**config.mk**
```make
export PLATFORM = sky130hd
export DESIGN_NAME = irq_source_decoder_6
export DESIGN_NICKNAME = d
export VERILOG_FILES = /design/src/rtl/irq_source_decoder_6.sv
export SDC_FILE = /design/constraint.sdc
export NUM_CORES = 1
export LEC_CHECK = 0
export ABC_AREA = 1
export CAP_MARGIN = 40
export CORE_MARGIN = 2
export CORE_UTILIZATION = 49
export DETAILED_ROUTE_END_ITERATION = 10
export PLACE_DENSITY_LB_ADDON = 0.25
export SLEW_MARGIN = 20
export SYNTH_ARGS = -nofsm -noshare
export SYNTH_HDL_FRONTEND = slang
export SYNTH_SLANG_ARGS = --single-unit
```
**constraint.sdc**
```tcl
create_clock -name sysclk -period 1.95 [get_ports sysclk]
set_clock_uncertainty 0.1 [all_clocks]
set_input_delay 0.195 -clock sysclk [delete_from_list [all_inputs] [get_ports sysclk]]
set_output_delay 0.195 -clock sysclk [all_outputs]
set_load 0.02 [all_outputs]
```
**src/rtl/irq_source_decoder_6.sv**
```systemverilog
// irq_source_decoder_6
// Takes six raw interrupt sources and fixes their polarity. Each source passes
// through a two-flop synchroniser, and a third flop keeps the previous value for
// edge detection. The block presents the OR'ed request to the CPU. On an
// acknowledge it returns the highest-priority pending source as a vector, 1..6.
//
// state   | meaning
// --------+--------------------------------------------------------------
// ST_IDLE | no vector outstanding; an ack captures the current winner
// ST_GRANT| vector held on vec_out/vec_valid until ack_in drops
module irq_source_decoder_6 #(
  parameter logic [5:0] BUBBLES_MASK = 6'b000000,
  parameter logic [5:0] EDGE_MASK    = 6'b000000
) (
  input  logic       sysclk,
  input  logic       sys_rst_n,
  input  logic [5:0] req_in,
  input  logic [5:0] enable,
  input  logic       ack_in,
  output logic       req_out,
  output logic       vec_valid,
  output logic [2:0] vec_out,
  output logic [5:0] pending_out
);

  typedef enum logic {
    ST_IDLE  = 1'b0,
    ST_GRANT = 1'b1
  } state_t;

  state_t     state_q, state_d;
  logic [5:0] sync1_q, sync1_d;
  logic [5:0] sync2_q, sync2_d;
  logic [5:0] sync3_q, sync3_d;
  logic [5:0] pending_q, pending_d;
  logic [5:0] hold_q, hold_d;
  logic [2:0] vec_q, vec_d;
  logic       vec_valid_q, vec_valid_d;
  logic       req_out_q, req_out_d;

  logic [5:0] real_req;
  logic [5:0] rise;
  logic [5:0] clr;
  logic [5:0] cand;
  logic [2:0] win_idx;
  logic       win_found;

  // Polarity correction before synchronisation; the sync chain shifts one stage per edge
  always_comb begin
    real_req = req_in ^ BUBBLES_MASK;
    sync1_d  = real_req;
    sync2_d  = sync1_q;
    sync3_d  = sync2_q;
    rise     = sync2_q & ~sync3_q;
  end

  // Fixed-priority pick among enabled pending sources; the highest index wins
  always_comb begin
    cand      = pending_q & enable;
    win_idx   = 3'd0;
    win_found = 1'b0;
    for (int i = 0; i < 6; i++) begin
      if (cand[i]) begin
        win_idx   = 3'(i);
        win_found = 1'b1;
      end
    end
  end

  // Next-state logic: the grant handshake, pending update and request aggregation
  always_comb begin
    state_d     = state_q;
    vec_d       = vec_q;
    vec_valid_d = vec_valid_q;
    hold_d      = hold_q;
    clr         = 6'b000000;

    case (state_q)
      ST_IDLE: begin
        if (ack_in) begin
          vec_d       = win_found ? (win_idx + 3'd1) : 3'd0;
          hold_d      = win_found ? (6'b000001 << win_idx) : 6'b000000;
          clr         = win_found ? (6'b000001 << win_idx) : 6'b000000;
          vec_valid_d = 1'b1;
          state_d     = ST_GRANT;
        end else begin
          vec_valid_d = 1'b0;
        end
      end
      ST_GRANT: begin
        if (!ack_in) begin
          vec_d       = 3'd0;
          vec_valid_d = 1'b0;
          hold_d      = 6'b000000;
          state_d     = ST_IDLE;
        end
      end
      default: begin
        state_d = ST_IDLE;
      end
    endcase

    // Edge sources are sticky; a new edge beats a same-cycle grant clear.
    // Level sources simply track the synchronised input.
    pending_d = (EDGE_MASK & (rise | (pending_q & ~clr))) |
                (~EDGE_MASK & sync2_q);

    // The granted source is held off so a level source cannot re-request during its own ack
    req_out_d = |(pending_d & enable & ~hold_d);
  end

  // Register update with synchronous active-low reset
  always_ff @(posedge sysclk) begin
    if (!sys_rst_n) begin
      state_q     <= ST_IDLE;
      sync1_q     <= 6'b000000;
      sync2_q     <= 6'b000000;
      sync3_q     <= 6'b000000;
      pending_q   <= 6'b000000;
      hold_q      <= 6'b000000;
      vec_q       <= 3'd0;
      vec_valid_q <= 1'b0;
      req_out_q   <= 1'b0;
    end else begin
      state_q     <= state_d;
      sync1_q     <= sync1_d;
      sync2_q     <= sync2_d;
      sync3_q     <= sync3_d;
      pending_q   <= pending_d;
      hold_q      <= hold_d;
      vec_q       <= vec_d;
      vec_valid_q <= vec_valid_d;
      req_out_q   <= req_out_d;
    end
  end

  assign req_out     = req_out_q;
  assign vec_valid   = vec_valid_q;
  assign vec_out     = vec_q;
  assign pending_out = pending_q;

endmodule

```
==> summary.md <==
| Metric | Value |
|---|---|
| Number of global-route vias before repair | `925` |
| CTS sink count | `30` |
| I/O pin cnt | `26` |
| CP Launch Type | `input port` |
| Dpl cells | `226` |
| Max_slew headroom | `81.6%` |
| Synth-to-Final Area Change | `32.6%` |
| Worst reg2reg startpoint | `pending_out[2]` |
| # setup viols final | `0` |
| PD cells | `751 nW/um2` |
| Die Height | `54.3 um` |
| Total wire length | `2140 um` |
| Hold slack final | `284 ps` |
| Reg2Reg Capture Point | `req_out` |
| Largest net degree at the start of global routing | `22` |
| Final std cells w/o fill | `234` |
| Clock tree buffer depth | `2` |
| Via count | `1046` |
| Post-CTS resize count | `0` |
| Tot GR Track Use | `18.2%` |
| DR vias/cell | `4.47` |
| Commonest non-fill, non-tap cells in the layout | `nand2_1 (49), inv_1 (34), dfxtp_1 (30)` |
| Final hold vios | `0` |
| DRC violations left | `0` |
| Synthesized area | `1240 um2` |
| Reg2Reg Setup Slack | `300 ps` |
| TritonCTS clock tree | `done` |
| Initial Util | `51.0%` |
| Die outline width | `54.3 um` |
| Syn Area/Cell | `7.42 um2` |
| Final worst slack | `269 ps` |
| Gpl congestion | `0.851` |
| Clock Pin Slew Worst Setup and Hold Paths | `90 ps` |
| CTS Buf Count | `5` |
| CORE AREA | `2430 um2` |
| Fin crit share | `86.2%` |
| Slew Viols, Final | `0` |
| Maxcap violations | `0` |
| Ys Warns | `0` |
| Most common cell after layout, fill and taps aside | `nand2_1` |
| Post-Synthesis Cells | `167` |
| Final ANT Viol Nets | `0` |
| Worst setup path end | `req_out` |
| Sequential area share after synthesis | `48.4%` |
| Clock root buffer | `clkbuf_4` |
| Avg WL per Cell | `9.16 um` |
| First-pass DRT Iterations | `4` |
| Max Clock Freq | `595 MHz` |
| Dpl ws | `-84.8 ps` |
| Crit path time final | `1680 ps` |
| Antenna Cells | `0` |
| Synthesized flop and latch total | `30` |
| H-tree Lvls | `2` |
| Highest fanout seen on the critical path | `5` |
| Count of input and output buffers | `25` |
| Global route overflow | `0` |
| DRT iter0 DRCs | `21` |
| Num rows | `18` |
| Worst EP required | `2120 ps` |
| RSZ-0062 raised after global routing | `false` |
| Total power | `1.23 mW` |
| Setup Fix Bufs, Post-CTS | `0` |
| Critical path endpoint category | `flip-flop` |
| Leakage power | `0.870 nW` |
| Layout cells sized above 1 | `12.3%` |
| Critical path type | `input port to flip-flop` |
| Final HPWL DP | `1640 um` |
| Hold buffers post-CTS | `0` |
| Reg2Reg Depth | `13` |
| CP arrival | `1850 ps` |
| Status | `finished, final reports clean` |
| Mapped Nets | `187` |
| Nets | `223` |
| Worst-Margin Slew | `275 ps` |
| Die area | `2950 um2` |
| Worst Setup SP | `enable[2]` |
| Maximum vdd drop | `0.558 mV` |
| First-pass GRT wire length | `3700 um` |
| Yosys cell types | `18` |
| Total negative slack | `0 ps` |
| Initial antenna violation count | `0` |
| Skew-Pair Late Insertion Delay | `340 ps` |
| Worst hold path type | `input port to flip-flop` |
## logic make-up after synthesis
| group | share of synthesized area (%) |
|---|---|
| and+or+nand+nor | 29.6 |
| buffers and inverters | 12.1 |
| AOI/OAI and AO/OA | 4.84 |
| adders and majority gates | 5.05 |
| DFF | 48.4 |
## metrics by stage
stage,util [%],cell area (um2)
after global routing,67.6,1640
after floorplan,-,1240
final,67.6,1640
after global placement,64.4,1570
after CTS,67.6,1640
after detailed placement,64.4,1570
## cell type report
cell class / instances / area (um2)
clock buffers: 8 / 78.8
fillers: 205 / 788
inverters: 38 / 143
multi-input cells: 97 / 489
flip-flops and latches: 30 / 601
well taps: 30 / 37.5
repair buffers: 31 / 295
## synthesized netlist by cell type (all sizes together)
master	n	share of area [%]
nor2	10	4.4
dfxtp	30	48
ha	5	5.0
o21ai	1	0.40
nand2	54	18
nand3b	2	1.2
a21oi	11	4.4
clkbuf	2	0.61
inv	36	11
clkinv	2	0.61
nand4	1	0.50
nand3	13	5.7
## metal layers
layer	part of all wire [%]	vias to the layer above	global-route usage, %
met2	45	23	29.3
li1	-	566	-
met5	0	-	0
met3	5.5	5	9.02
met4	1.4	0	7.50
met1	48	452	20.3
## power breakdown
group | switching, mW | internal [mW] | total, mW
Sequential | 0.00993 | 0.633 | 0.643
Combinational | 0.0679 | 0.0667 | 0.135
Clock | 0.210 | 0.246 | 0.456
Total | 0.288 | 0.946 | 1.23
## flip-flops by register name, indices dropped and copies added (netlist names)
signal       count
hold_q           6
pending_d        6
pending_out      6
sync1_q          6
vec_out          3
req_out          1
state_q          1
vec_valid        1
## worst max-delay path, cell delays in order
cell	delay (ps)
clkdlybuf4s50_1	480
nand2_1	90
nand3_1	80
nand3_1	70
nand2_1	150
inv_1	60
ha_1	190
nand3_1	100
nand3_1	70
nand2_1	80
clkinv_1	60
nand2_1	60
nor2_1	40
a21oi_1	100
## how the worst min path moves through the flow
stage                              end  slack [ps]  cells past startpoint        from
after global placement    pending_d[5]         290                      2  sync1_q[5]
final                       sync1_q[1]         280                      3   req_in[1]
after CTS                   sync1_q[1]         270                      3   req_in[1]
after global routing        sync1_q[5]         290                      3   req_in[5]
after detailed placement  pending_d[5]         300                      2  sync1_q[5]
after floorplan                state_q         190                      2      ack_in
(Power assumes the default switching activity.)
